File: config.mk
export PLATFORM = sky130hd
export DESIGN_NAME = uart_tx_os
export DESIGN_NICKNAME = d
export VERILOG_FILES = /design/src/rtl/uart_pkg.sv /design/src/rtl/uart_tx_os_baud.sv /design/src/rtl/uart_tx_os.sv
export SDC_FILE = /design/constraint.sdc
export NUM_CORES = 1
export LEC_CHECK = 0
export ABC_AREA = 1
export BUFFER_PORTS_ARGS = -buffer_cell sky130_fd_sc_hd__buf_2
export CORE_ASPECT_RATIO = 1.1
export CORE_MARGIN = 1.5
export CORE_UTILIZATION = 51
export DETAILED_ROUTE_END_ITERATION = 10
export GPL_TIMING_DRIVEN = 0
export HOLD_SLACK_MARGIN = 0.1
export PLACE_DENSITY = 0.72
export SLEW_MARGIN = 30
export SYNTH_ARGS = -nofsm -noshare
export SYNTH_HDL_FRONTEND = slang
export SYNTH_SLANG_ARGS = --single-unit
File: constraint.sdc
create_clock -name CLK -period 4.1 [get_ports CLK]
set_input_delay 0.82 -clock CLK [delete_from_list [all_inputs] [get_ports CLK]]
set_output_delay 0.82 -clock CLK [all_outputs]
set_load 0.01 [all_outputs]
File: src/rtl/uart_pkg.sv
// Shared UART definitions used by both the transmitter and the oversampling
// receiver, so that both directions agree on state encodings, parity
// polarity and the smallest usable bit period.
//   uart_state_t  : frame FSM states (IDLE/START/DATA/PARITY/STOP)
//   PAR_EVEN/ODD  : meaning of the PAR_TYP configuration bit
//   PRESCALE_MIN  : prescale values below this are clamped up to it
package uart_pkg;

  typedef enum logic [2:0] {
    IDLE   = 3'd0,
    START  = 3'd1,
    DATA   = 3'd2,
    PARITY = 3'd3,
    STOP   = 3'd4
  } uart_state_t;

  localparam logic PAR_EVEN = 1'b0;
  localparam logic PAR_ODD  = 1'b1;

  // A one-cycle bit period cannot be held by the registered line, so
  // 0 and 1 are both treated as 2.
  localparam int PRESCALE_MIN = 2;

endpackage

File: src/rtl/uart_tx_os_baud.sv
// Loadable baud counter for the oversampled transmitter.
// The prescale value is captured on load (clamped to PRESCALE_MIN) and the
// counter restarts from 0. While enabled it counts 0..ps-1 and raises
// bit_tick in the cycle where it holds ps-1, then wraps to 0.
// Ports:
//   clk, rst   : clock, asynchronous active-high reset
//   load       : capture prescale and clear the counter (frame accept)
//   en         : count while a frame is in flight
//   prescale   : raw prescale from the configuration input
//   bit_tick   : last cycle of the current bit period
module uart_tx_os_baud
  import uart_pkg::*;
#(
  parameter int PRESCALE_WIDTH = 5
) (
  input  logic                      clk,
  input  logic                      rst,
  input  logic                      load,
  input  logic                      en,
  input  logic [PRESCALE_WIDTH-1:0] prescale,
  output logic                      bit_tick
);

  localparam logic [PRESCALE_WIDTH-1:0] PS_MIN = PRESCALE_WIDTH'(PRESCALE_MIN);

  logic [PRESCALE_WIDTH-1:0] ps_q;
  logic [PRESCALE_WIDTH-1:0] cnt_q;
  logic [PRESCALE_WIDTH-1:0] ps_clamped;

  always_comb begin
    ps_clamped = (prescale < PS_MIN) ? PS_MIN : prescale;
  end

  // ps_q >= 2 always, so ps_q-1 never underflows and the largest value
  // (all ones) only ever counts up to all-ones minus one.
  assign bit_tick = en && (cnt_q == (ps_q - 1'b1));

  always_ff @(posedge clk or posedge rst) begin
    if (rst) begin
      ps_q  <= PS_MIN;
      cnt_q <= '0;
    end else if (load) begin
      ps_q  <= ps_clamped;
      cnt_q <= '0;
    end else if (en) begin
      if (bit_tick) begin
        cnt_q <= '0;
      end else begin
        cnt_q <= cnt_q + 1'b1;
      end
    end
  end

endmodule

File: src/rtl/uart_tx_os.sv
// Oversampled UART transmitter. Sends one DATA_WIDTH word per frame:
// start (0), data LSB first, optional parity, stop (1). Each bit lasts
// PRESCALE cycles of the oversampling clock shared with the receiver.
// Ports:
//   CLK, RST    : clock, asynchronous active-high reset
//   P_DATA      : word to send
//   DATA_VALID  : send request
//   PRESCALE    : clocks per serial bit (0 and 1 act as 2)
//   PAR_EN      : append a parity bit
//   PAR_TYP     : PAR_EVEN / PAR_ODD
//   TX_OUT      : registered serial line, idle high
//   BUSY        : registered, high while a frame is in flight
//   state_dbg   : current FSM state, for observation only
//
// Handshake: a request is taken at a rising edge where the FSM is IDLE and
// DATA_VALID=1; P_DATA and all configuration are captured at that edge and
// BUSY rises in the following cycle. DATA_VALID while BUSY=1 is dropped, not
// queued. Holding DATA_VALID high re-triggers on the single IDLE cycle that
// follows every frame.
module uart_tx_os
  import uart_pkg::*;
#(
  parameter int DATA_WIDTH     = 8,
  parameter int PRESCALE_WIDTH = 5
) (
  input  logic                      CLK,
  input  logic                      RST,
  input  logic [DATA_WIDTH-1:0]     P_DATA,
  input  logic                      DATA_VALID,
  input  logic [PRESCALE_WIDTH-1:0] PRESCALE,
  input  logic                      PAR_EN,
  input  logic                      PAR_TYP,
  output logic                      TX_OUT,
  output logic                      BUSY,
  output uart_state_t               state_dbg
);

  localparam int BIT_CNT_W = (DATA_WIDTH > 1) ? $clog2(DATA_WIDTH) : 1;
  localparam logic [BIT_CNT_W-1:0] LAST_BIT = BIT_CNT_W'(DATA_WIDTH - 1);

  uart_state_t           state_q, state_d;
  logic [DATA_WIDTH-1:0] shift_q, shift_d;
  logic [BIT_CNT_W-1:0]  bit_cnt_q, bit_cnt_d;
  logic                  tx_q, tx_d;
  logic                  busy_q, busy_d;
  logic                  par_en_q;
  logic                  par_bit_q;
  logic                  accept;
  logic                  bit_tick;

  assign accept    = (state_q == IDLE) && DATA_VALID;
  assign TX_OUT    = tx_q;
  assign BUSY      = busy_q;
  assign state_dbg = state_q;

  uart_tx_os_baud #(
    .PRESCALE_WIDTH(PRESCALE_WIDTH)
  ) u_baud (
    .clk      (CLK),
    .rst      (RST),
    .load     (accept),
    .en       (state_q != IDLE),
    .prescale (PRESCALE),
    .bit_tick (bit_tick)
  );

  // Next-state logic also computes the next line level, so TX_OUT comes
  // straight from a flop and changes exactly on the state boundary.
  always_comb begin
    state_d   = state_q;
    shift_d   = shift_q;
    bit_cnt_d = bit_cnt_q;
    tx_d      = tx_q;
    busy_d    = busy_q;
    case (state_q)
      IDLE: begin
        tx_d   = 1'b1;
        busy_d = 1'b0;
        if (DATA_VALID) begin
          state_d   = START;
          shift_d   = P_DATA;
          bit_cnt_d = '0;
          tx_d      = 1'b0;
          busy_d    = 1'b1;
        end
      end
      START: begin
        if (bit_tick) begin
          state_d = DATA;
          tx_d    = shift_q[0];
        end
      end
      DATA: begin
        if (bit_tick) begin
          if (bit_cnt_q == LAST_BIT) begin
            if (par_en_q) begin
              state_d = PARITY;
              tx_d    = par_bit_q;
            end else begin
              state_d = STOP;
              tx_d    = 1'b1;
            end
          end else begin
            shift_d   = shift_q >> 1;
            bit_cnt_d = bit_cnt_q + 1'b1;
            tx_d      = shift_d[0];
          end
        end
      end
      PARITY: begin
        if (bit_tick) begin
          state_d = STOP;
          tx_d    = 1'b1;
        end
      end
      STOP: begin
        tx_d = 1'b1;
        if (bit_tick) begin
          state_d = IDLE;
          busy_d  = 1'b0;
        end
      end
      default: begin
        state_d = IDLE;
        tx_d    = 1'b1;
        busy_d  = 1'b0;
      end
    endcase
  end

  always_ff @(posedge CLK or posedge RST) begin
    if (RST) begin
      state_q   <= IDLE;
      shift_q   <= '0;
      bit_cnt_q <= '0;
      tx_q      <= 1'b1;
      busy_q    <= 1'b0;
    end else begin
      state_q   <= state_d;
      shift_q   <= shift_d;
      bit_cnt_q <= bit_cnt_d;
      tx_q      <= tx_d;
      busy_q    <= busy_d;
    end
  end

  // Parity is fixed at accept from the captured word, so later P_DATA or
  // PAR_TYP changes cannot reach the current frame.
  always_ff @(posedge CLK or posedge RST) begin
    if (RST) begin
      par_en_q  <= 1'b0;
      par_bit_q <= 1'b0;
    end else if (accept) begin
      par_en_q  <= PAR_EN;
      par_bit_q <= (PAR_TYP == PAR_ODD) ? ~^P_DATA : ^P_DATA;
    end
  end

endmodule
==> impl_results.md, run 1 <==
* Rel. slew slack at 60.0%
* PortBufs at 22
* Slew @ Worst Pin at 0.599 ns
* Critical path launch point: u_baud.ps_q[1]$_DFFE_PP1P_
* Gr usage total at 21.5%
* Ranking of synthesized cells by area: dfrtp_1 37%, nand2_1 20%, inv_1 6.4%, nand3_1 5.7%, o21ai_0 4.6%
* Vias per cell at 5.16
* I/O Pins at 23
* Core Footprint at 0.00330 mm^2
* Root buffer cell: clkbuf_4
* Skew-Pair Late Insertion Delay at 0.34 ns
* Post-CTS resize count at 0
* FP Rows at 22
* CTS Buffer Depth at 2
* Biggest cell delay along the critical path at 0.56 ns
* Max Transition Viols Final at 0
* TritonCTS Buffers at 3
* Area Growth Syn to Fin at 11.8%
* Most frequent cell after synthesis: nand2_1
* Worst VDD drop at 0.322 mV
* Synth cell count leaders: 94 x nand2_1, 30 x inv_1, 26 x dfrtp_1, 20 x nand3_1, 16 x o21ai_0
* CTS sink count at 28
* Die X at 58.9 um
* Fin Setup TNS at 0 ns
* Die height at 64.5 um
* Kind of critical path: flip-flop to flip-flop
* Asr flop ratio synth at 100%
* #FFs+latches synth at 28
* Main synth FF type: dfrtp_1
* Finished Cell Area at 0.00196 mm^2
* Cell taking the most area after synthesis: dfrtp_1
* Proportion of layout cells with a drive suffix above 1 at 17.7%
* Max-cap violations at 0
* Nets@finish at 289
* Gp weighted congestion at 0.831
* Total wire length at 3.50 mm
* First-pass GRT wire length at 6.35 mm
* Pre-antenna DRT Iters at 4
* Post-DP HPWL at 2.67 mm
* Post-synth EDFFs at 0
* Syn avg cell area at 7.30 um^2
* Crit share post-route at 47.7%
* Slowest stage cell, crit path: dfstp_2
* RSZ-0062 raised after global routing: no
* Final Hold Fails at 0
* Initial antenna violation count at 0
* Diodes inserted at 0
* GRT overflow at 0
* Syn Inst Count at 240
* Tmin final at 1.96 ns
* Pwr Total at 0.00151 W
* Setup crit start kind: flip-flop
* Crit-path cells: inv_1, ha_1, inv_1, nand2_1, nand2_1, nand3_4, nor2_4, nand3_4, nand2_4, nand2_4, buf_6, nand2_1, nand2_1
* TritonCTS clock tree: yes
* Crit path capture type: flip-flop
* Area after DPL at 0.00191 mm^2
* Leak pwr at 1.11 nW
* Yosys top cell area share at 37.1%
* Req. time, crit path at 4.35 ns
* Cts hold-fix bufs at 0
* Reg clk slew, reported paths at 0.16 ns
* Origin of the critical flop-to-flop path: u_baud.ps_q[1]$_DFFE_PP1P_
* Die Area at 0.00380 mm^2
* Mean routed wirelength per cell at 11.6 um
* Hold Path Class: flip-flop to flip-flop
* Critical Path Sink: shift_q[1]$_DFFE_PP0P_
* Worst Skew at 0.00769 ns
* Syn Std Cell Area at 0.00175 mm^2
* Largest net degree at the start of global routing at 29
* Worst-path fanout max at 10
* Most used cell, CP: nand2_1
* Max Clock Freq at 511 MHz
* Setup-failing EPs final at 0
* FF-to-FF setup slack at 2.14 ns
* Distinct cells, synth at 27
* Status: finished, final reports clean
* Postcts setup bufs at 0
* R2r endpoint: shift_q[1]$_DFFE_PP0P_
* CP arrival at 2.20 ns
* Fillers at 352
* Reg2Reg Depth at 13
* 1st-iter DRT viols at 44
* Post-route DRC at 0
* Starting Density at 53.1%
* Post-DRT Antenna Nets at 0
* DP Cell Count at 298
* Vias in the first global route at 1543
* Yosys Warn Count at 0
* P per Cell Area at 768 mW/mm^2
* Synth Net Count at 262
* CTS HTree Levels at 1
* Vias at 1558
* Final Non-Filler Cells at 302
* Post-synthesis sequential area ratio at 40.1%
## registers in the layout (all words and copies together), names as in the netlist
name          cells
shift_q           8
u_baud.cnt_q      5
par_bit_q         1
u_baud.ps_q       5
state_dbg         3
par_en_q          1
TX_OUT            1
BUSY              1
bit_cnt_q         3
## per-layer routing
layer | GRT usage, % | share of wire (%) | up-vias
met5 | 0 | 0 | -
met2 | 38.9 | 51 | 14
met1 | 26.2 | 45 | 728
met4 | 7.39 | 1.7 | 0
li1 | - | - | 809
met3 | 1.80 | 1.6 | 7
## how the worst min path moves through the flow
stage | endpoint | startpoint | slack, ns | cells after the start
2_1_floorplan | shift_q[6]$_DFFE_PP0P_ | shift_q[6]$_DFFE_PP0P_ | 0.44 | 2
3_3_place_gp | shift_q[1]$_DFFE_PP0P_ | shift_q[1]$_DFFE_PP0P_ | 0.46 | 2
3_5_place_dp | BUSY$_DFFE_PP0P_ | BUSY$_DFFE_PP0P_ | 0.46 | 2
4_1_cts | BUSY$_DFFE_PP0P_ | BUSY$_DFFE_PP0P_ | 0.50 | 2
5_1_grt | bit_cnt_q[1]$_DFFE_PP0P_ | bit_cnt_q[1]$_DFFE_PP0P_ | 0.51 | 2
6_report | BUSY$_DFFE_PP0P_ | BUSY$_DFFE_PP0P_ | 0.49 | 2
## logic make-up (layout without fill, tap and decap cells)
logic type | count (synthesis) | count (layout) | share of synthesized area [%]
buffers and inverters | 35 | 61 | 8.35
DFF | 28 | 28 | 40.1
xor gates and xnor gates | 10 | 10 | 5.00
AOI/OAI and AO/OA | 22 | 22 | 6.78
and+or+nand+nor | 141 | 141 | 36.9
adders and majority gates | 4 | 4 | 2.86
## power by group
part	internal (W)	leakage, nW	switching [W]
registers	0.000398	0.354	0.0000963
logic	0.000301	0.726	0.000524
clock network	0.0000990	0.0279	0.0000865
total	0.000799	1.11	0.000707
## layout by cell type (no fill, tap or decap), types with 2 or more instances in the layout
cell type | synthesis | layout
a21oi_1 | 2 | 2
buf_2 | 3 | 25
clkbuf_4 | 0 | 3
dfrtp_1 | 26 | 26
dfstp_2 | 2 | 2
ha_1 | 4 | 4
inv_1 | 30 | 29
nand2_1 | 94 | 94
nand2_2 | 5 | 5
nand2_4 | 3 | 3
nand3_1 | 20 | 20
nand3_4 | 2 | 2
nand4_1 | 4 | 4
nor2_1 | 7 | 7
o21ai_0 | 16 | 16
o22ai_1 | 2 | 2
xnor2_1 | 5 | 5
xor2_1 | 5 | 5
## critical path: cells and delay by family, from the launching register on
family | cells | cell delay [ns]
fa+ha+maj | 1 | 0.30
simple gates | 9 | 0.75
flops | 1 | 0.56
buf+inv | 3 | 0.25
## final cells by class
cell class / count / area [um^2] / area share, %
Buffer: 5 / 33.8 / 1.72
Clock inverter: 1 / 30.0 / 1.53
Tap cell: 36 / 45.0 / 2.30
Timing Repair Buffer: 22 / 110 / 5.62
Inverter: 30 / 113 / 5.74
Sequential cell: 28 / 703 / 35.9
Multi-Input combinational cell: 177 / 903 / 46.1
Clock buffer: 3 / 22.5 / 1.15
## metrics by stage
stage          hold slack (ns)  setup WS (ns)  utilization (%)
2_1_floorplan            0.442           2.33                -
3_3_place_gp             0.458           2.19             57.8
3_5_place_dp             0.464           2.15             57.8
4_1_cts                  0.499           2.12             59.4
5_1_grt                  0.511           2.00             59.4
6_report                 0.493           2.14             59.4
Note: power is estimated with default switching activity, not from simulation.
==> run 2, diff against run 1 <==
clock period = 1.9 ns   (was 4.1 ns; I/O delays follow)
==> impl_results.md, run 2 (synthesis gave the netlist of run 1 again) <==
* Status: finished, final reports clean
* Leak pwr at 1.13 nW (+1.6%)
* Hold Path Class: input pin to flip-flop
* Crit path capture type: flip-flop
* Reg2Reg Depth at 12 (-1)
* Largest net degree at the start of global routing at 29 (unchanged)
* PnR worst setup slack at 0.0797 ns (-2.06 ns)
* FF-to-FF setup slack at 0.08 ns (-2.06 ns)
* Worst VDD drop at 0.746 mV (+130%)
* Skew-Pair Late Insertion Delay at 0.34 ns (about the same)
* Req. time, crit path at 2.14 ns (-2.21 ns)
* CTS Buffer Depth at 2 (unchanged)
* TritonCTS Buffers at 3 (unchanged)
* Origin of the critical flop-to-flop path: u_baud.ps_q[1]$_DFFE_PP1P_
* CTS sink count at 28 (unchanged)
* Post-DP HPWL at 2.67 mm (unchanged)
* Die Area at 0.00380 mm^2 (unchanged)
* TritonCTS clock tree: yes
* Max Transition Viols Final at 0 (unchanged)
* PortBufs at 22 (unchanged)
* 1st-iter DRT viols at 62 (+41%)
* Post-Place Worst Slack at -0.0531 ns (-2.20 ns)
* Routed wl met3 at 82 um (+44%)
* Clock power frac at 12.0% (-0.3 points)
* Tmin final at 1.82 ns (-0.136 ns)
* Worst-path fanout max at 10 (unchanged)
* Root buffer cell: clkbuf_4
* Pre-antenna DRT Iters at 4 (unchanged)
* Die height at 64.5 um (unchanged)
* Setup-failing EPs final at 0 (unchanged)
* Area Growth Syn to Fin at 15.2%
* Post-route DRC at 0 (unchanged)
* Met2 routed WL at 1.81 mm (+0.61%)
* Combinational fraction of design power at 56.0% (+1.2 points)
* Switching Share at 46.9% (-0.11 points)
* Mean routed wirelength per cell at 11.7 um (+0.98%)
* Reg with most FFs: shift_q
* P per Cell Area at 1660 mW/mm^2 (+120%)
* Core Footprint at 0.00330 mm^2 (unchanged)
* Most common cell after layout, fill and taps aside: nand2_1
* Hold path endpoint: par_en_q$_DFFE_PP0P_
* Sequential Power Share at 32.0% (-0.8 points)
* Initial antenna violation count at 0 (unchanged)
* Nets@finish at 293 (+1.4%)
* Gr usage total at 21.5% (unchanged)
* Vias per cell at 5.12 (-0.74%)
* Largest regs: shift_q: 8 flops, u_baud.cnt_q: 5 flops, u_baud.ps_q: 5 flops
* Most frequent cells in the layout: 91 x nand2_1, 27 x inv_1, 26 x dfrtp_1
* Reg clk slew, reported paths at 0.16 ns (about the same)
* Setup crit start kind: flip-flop
* FP Rows at 22 (unchanged)
* Max FFs per register at 8 (unchanged)
* R2r endpoint: shift_q[1]$_DFFE_PP0P_
* GRT overflow at 0 (unchanged)
* Crit share post-route at 95.8% (+48 points)
* Post-DRT Antenna Nets at 0 (unchanged)
* Starting Density at 53.1% (unchanged)
* Min-delay src: PAR_EN
* Max-cap violations at 0 (unchanged)
* P_int at 0.00178 W (+120%)
* Pwr Total at 0.00335 W (+120%)
* Final Hold Fails at 0 (unchanged)
* Gp weighted congestion at 0.831 (unchanged)
* Vias in the first global route at 1534 (-0.58%)
* NetSw at 0.00157 W (+120%)
* WHS Path Cells at 3 (+1)
* Proportion of layout cells with a drive suffix above 1 at 21.1% (+3.4 points)
* RSZ-0062 raised after global routing: yes
* Kind of critical path: flip-flop to flip-flop
* Seq. cell area at 703 um^2 (unchanged)
* I/O Pins at 23 (unchanged)
* CTS HTree Levels at 1 (unchanged)
* CP arrival at 2.06 ns (-0.14 ns)
* First-pass GRT wire length at 6.34 mm (-0.11%)
* Total wire length at 3.58 mm (+2.3%)
* Fillers at 338 (-4.0%)
* Slew @ Worst Pin at 0.596 ns (-0.00357 ns)
* Worst Skew at 0.0114 ns (+0.00373 ns)
* Uppermost layer routed: met4
* M1 WL at 1.63 mm (+2.8%)
* Diodes inserted at 0 (unchanged)
* Die X at 58.9 um (unchanged)
* Max Clock Freq at 549 MHz (+7.5%)
* Vias at 1567 (+0.58%)
* Area of the multi-input gates at 926 um^2 (+2.5%)
* Rel. slew slack at 60.2% (+0.24 points)
-- run 2: cell count changes in the layout (fill, tap and decap cells not counted), sizes merged --
cell,previous run,this run
dlygate4sd3,0,1
buf,27,30
-- run 2: how the worst max path moves through the flow --
stage	start	endpoint	slack [ns]
2_1_floorplan	u_baud.ps_q[1]$_DFFE_PP1P_	bit_cnt_q[0]$_DFFE_PP0P_	0.13
4_1_cts	u_baud.ps_q[1]$_DFFE_PP1P_	shift_q[1]$_DFFE_PP0P_	0.04
5_1_grt	u_baud.ps_q[1]$_DFFE_PP1P_	shift_q[3]$_DFFE_PP0P_	-0.009
6_report	u_baud.ps_q[1]$_DFFE_PP1P_	shift_q[1]$_DFFE_PP0P_	0.08
3_3_place_gp	u_baud.ps_q[1]$_DFFE_PP1P_	shift_q[2]$_DFFE_PP0P_	-0.01
3_5_place_dp	u_baud.ps_q[1]$_DFFE_PP1P_	shift_q[2]$_DFFE_PP0P_	-0.05
-- run 2: final cells by class --
| class | instances | area share, % |
|---|---|---|
| Buffer | 5 | 1.67 |
| Sequential cell | 28 | 34.8 |
| Timing Repair Buffer | 26 | 7.25 |
| Multi-Input combinational cell | 177 | 45.8 |
| Clock buffer | 3 | 1.12 |
| Inverter | 30 | 5.58 |
| Tap cell | 36 | 2.23 |
| Clock inverter | 1 | 1.49 |
-- run 2: per-layer routing --
layer  GRT usage [%]  vias to the layer above
met3            1.80                        7
met4            7.39                        0
li1                -                      815
met5               0                        -
met2            39.0                       21
met1            26.1                      724
-- run 2: power by group through the flow --
stage / sequential [W] / combinational, W / clock [W]
after floorplan: 0.00105 / 0.00140 / 0
after global placement: 0.00107 / 0.00175 / 0
after detailed placement: 0.00108 / 0.00179 / 0
after CTS: 0.00106 / 0.00186 / 0.000403
after global routing: 0.00111 / 0.00216 / 0.000423
final: 0.00107 / 0.00188 / 0.000401
-- run 2: critical path: stages (launching register included) --
cell and delay, ns:
dfstp_2 0.57, inv_2 0.05, ha_4 0.26, nand2_1 0.06
nand2_2 0.08, nand3_4 0.08, nor2_4 0.10, nand3_4 0.11
nand2_4 0.10, nand2_4 0.05, buf_6 0.14, nand2_1 0.06
nand2_1 0.05
-- run 2: stage by stage --
stage,TNS (ns),std cells,hold slack [ns],instance area (um^2),utilization (%)
final,0,306,0.232,2020,61.1
after global routing,-0.0341,306,0.257,2020,61.1
after CTS,0,305,0.238,2000,60.6
after detailed placement,-0.433,298,0.464,1910,57.8
after global placement,-0.0747,298,0.458,1910,57.8
after floorplan,0,240,0.442,1750,-
-- run 2: repair_timing --
| action | 4_1_cts | 5_1_grt |
|---|---|---|
| pin swaps | 1 | 0 |
| gates resized for setup | 2 | 6 |
| endpoints found under the hold margin | 15 | 0 |
| setup endpoints to repair | 10 | 15 |
| hold buffers | 1 | 0 |
| buffers inserted | 2 | 1 |
==> run 3, diff against run 2 <==
GPL_TIMING_DRIVEN = default   (was 0)
SYNTH_HIERARCHICAL = 1   (was default)
==> impl_results.md, run 3 <==
* Area Growth Syn to Fin at 22.1%
* Asr flop ratio synth at 100% (unchanged)
* TritonCTS Buffers at 3 (unchanged)
* Reg2Reg Depth at 12 (unchanged)
* Worst Skew at 0.00715 ns (-0.00428 ns)
* Core Footprint at 0.00336 mm^2 (+1.7%)
* Area of the multi-input gates at 937 um^2 (+1.2%)
* GRT met1 Usage at 27.9% (+1.8 points)
* P per Cell Area at 1620 mW/mm^2 (-2.1%)
* TritonCTS clock tree: yes
* Crit share post-route at 106% (+10 points)
* Post-synthesis sequential area ratio at 39.3% (-0.81 points)
* Syn Std Cell Area at 0.00179 mm^2 (+2.1%)
* CP Depth at 12 (unchanged)
* Pre-antenna DRT Iters at 4 (unchanged)
* Global-route met2 utilization at 30.2% (-8.8 points)
* Max FFs per register at 8 (unchanged)
* Setup crit start kind: flip-flop
* Most frequent cell after synthesis: nand2_1
* RSZ-0062 raised after global routing: yes
* Post-DRT Antenna Nets at 0 (unchanged)
* Mean routed wirelength per cell at 11.3 um (-3.1%)
* Rel. slew slack at 52.3% (-7.9 points)
* CTS sink count at 28 (unchanged)
* Largest net degree at the start of global routing at 22 (-24%)
* Post-route DRC at 0 (unchanged)
* Setup-failing EPs final at 14 (+14)
* Kind of critical path: flip-flop to flip-flop
* First-pass GRT wire length at 5.87 mm (-7.4%)
* Failing checks: negative setup slack
* Max Clock Freq at 496 MHz (-9.7%)
* CTS Buffer Depth at 2 (unchanged)
* #FFs+latches synth at 28 (unchanged)
* Hold Path Class: input pin to flip-flop
* GR peak layer: met2
* Most common cell after layout, fill and taps aside: nand2_1
* CP arrival at 2.29 ns (+0.23 ns)
* Vias in the first global route at 1397 (-8.9%)
* Vias per cell at 4.86 (-5.0%)
* PortBufs at 22 (unchanged)
* Cell taking the most area after synthesis: dfrtp_1
* Synth cell count leaders: 76 x nand2_1, 37 x inv_1, 26 x dfrtp_1, 23 x o21ai_0, 19 x nand3_1
* Proportion of layout cells with a drive suffix above 1 at 28.8% (+7.7 points)
* CP delay by family, top: flip-flops
* Req. time, crit path at 2.18 ns (+0.04 ns)
* Reg clk slew, reported paths at 0.16 ns (about the same)
* Post-Place Worst Slack at -0.0764 ns (-0.0233 ns)
* Slowest stage cell, crit path: dfstp_2
* Yosys Warn Count at 6 (+6)
* Crit-path cells: inv_2, ha_4, xor2_1, nand2_1, a21oi_2, nand2_2, inv_2, nor2_2, a21oi_4, buf_12, nor2_1, a21oi_1
* Syn Inst Count at 247 (+2.9%)
* Biggest cell delay along the critical path at 0.57 ns (about the same)
* Slew @ Worst Pin at 0.715 ns (+0.119 ns)
* Max-cap violations at 0 (unchanged)
* Vias at 1620 (+3.4%)
* PnR worst setup slack at -0.115 ns (-0.195 ns)
* Max Transition Viols Final at 0 (unchanged)
* 1st-iter DRT viols at 53 (-15%)
* CP Buf/Inv Count at 3 (+1)
* Worst VDD drop at 0.841 mV (+13%)
* Die height at 65.1 um (+0.98%)
* Most frequent cells in the layout: 72 x nand2_1, 35 x inv_1, 26 x dfrtp_1
* Post-synth EDFFs at 0 (unchanged)
* Tmin final at 2.02 ns (+0.195 ns)
* Syn avg cell area at 7.24 um^2 (-0.82%)
* GRT overflow at 0 (unchanged)
* Ranking of synthesized cells by area: dfrtp_1 36%, nand2_1 16%, inv_1 7.8%, o21ai_0 6.4%, nand3_1 5.3%
* Post-DP HPWL at 2.71 mm (+1.3%)
* Gr usage total at 19.7% (-1.8 points)
* Synth Net Count at 269 (+2.7%)
* Reg with most FFs: shift_q
* Starting Density at 53.3% (+0.21 points)
* Worst-path fanout max at 6 (-4)
* Initial antenna violation count at 0 (unchanged)
* Pwr Total at 0.00354 W (+5.9%)
* Diodes inserted at 0 (unchanged)
* Die Area at 0.00387 mm^2 (+2.0%)
* Final Hold Fails at 0 (unchanged)
* Nets@finish at 309 (+5.5%)
* Status: complete, but fails checks
* FP Rows at 22 (unchanged)
* I/O Pins at 23 (unchanged)
* Seq. cell area at 703 um^2 (unchanged)
* Total wire length at 3.78 mm (+5.4%)
* Skew-Pair Late Insertion Delay at 0.34 ns (about the same)
* Die X at 59.5 um (+0.98%)
* Distinct cells, synth at 28 (+3.7%)
* Gp weighted congestion at 0.820 (-1.3%)
* Main synth FF type: dfrtp_1
* Most used cell, CP: inv_2
* WHS Path Cells at 3 (unchanged)
* Root buffer cell: clkbuf_4
* Met3 usage at 2.36% (+0.57 points)
* Crit path capture type: flip-flop
* Fillers at 324 (-4.1%)
* Leak pwr at 1.16 nW (+2.7%)
* Yosys top cell area share at 36.4% (-0.75 points)
* Final Non-Filler Cells at 333 (+8.8%)
* CTS HTree Levels at 1 (unchanged)
* DP Cell Count at 324 (+8.7%)
* Largest regs: shift_q: 8 flops, u_baud/cnt_q: 5 flops, u_baud/ps_q: 5 flops
-- run 3: logic make-up (layout without fill, tap and decap cells) --
group	count (synthesis)	after routing	share of synthesized area, %
adder cells (fa/ha/maj)	4	4	2.80
flip-flops	28	28	39.3
AO/OA/AOI/OAI	38	38	12.9
buffers and inverters	47	85	11.0
AND/OR/NAND/NOR	125	125	31.5
XOR/XNOR	5	5	2.45
-- run 3: layout make-up --
cell class / count / share of cell area (%)
Multi-Input combinational cell: 172 / 42.9
Inverter: 43 / 7.62
Clock buffer: 3 / 1.03
Timing Repair Buffer: 39 / 13.5
Sequential cell: 28 / 32.2
Tap cell: 48 / 2.75
-- run 3: worst paths after layout --
path	to	slack, ns	from
worst max-delay path	shift_q[1]$_DFFE_PP0P_	-0.12	u_baud/ps_q[1]$_DFFE_PP1P_
worst min-delay path	par_en_q$_DFFE_PP0P_	0.25	PAR_EN
worst max register to register	shift_q[1]$_DFFE_PP0P_	-0.12	u_baud/ps_q[1]$_DFFE_PP1P_
worst min register to register	par_bit_q$_DFFE_PP0P_	0.51	par_bit_q$_DFFE_PP0P_
max in group asynchronous	shift_q[4]$_DFFE_PP0P_	0.77	RST
min in group asynchronous	u_baud/cnt_q[1]$_DFFE_PP0P_	0.54	RST
-- run 3: per-layer routing --
metal | vias to the layer above | routed length, um
met5 | - | 0
met4 | 0 | 75
met3 | 6 | 105
met2 | 31 | 1890
met1 | 736 | 1700
li1 | 847 | -
-- run 3: where the power goes --
part / switching [W] / leakage, nW / internal, W / total [W]
Combinational: 0.00127 / 0.793 / 0.000960 / 0.00223
Clock: 0.000188 / 0.0138 / 0.0000747 / 0.000262
Sequential: 0.000180 / 0.350 / 0.000871 / 0.00105
-- run 3: worst min-delay path, cell delays in order --
cell	delay, ns
buf_2	0.07
nand2_1	0.04
o21ai_0	0.06
-- run 3: repair_timing --
item,CTS,global route
pin swaps,1,7
gates cloned,0,3
setup endpoints to repair,14,16
hold buffers,1,0
gates resized for setup,2,20
buffers inserted,0,2
endpoints found under the hold margin,9,0
-- run 3: through the flow --
stage	TNS (ns)	utilization, %	area, um^2	hold WS [ns]
2_1_floorplan	0	-	1790	0.219
3_3_place_gp	-0.236	60.2	2020	0.388
3_5_place_dp	-0.666	60.2	2020	0.393
4_1_cts	-0.451	61.3	2060	0.239
5_1_grt	-2.41	65.1	2180	0.249
6_report	-1.12	65.1	2180	0.246
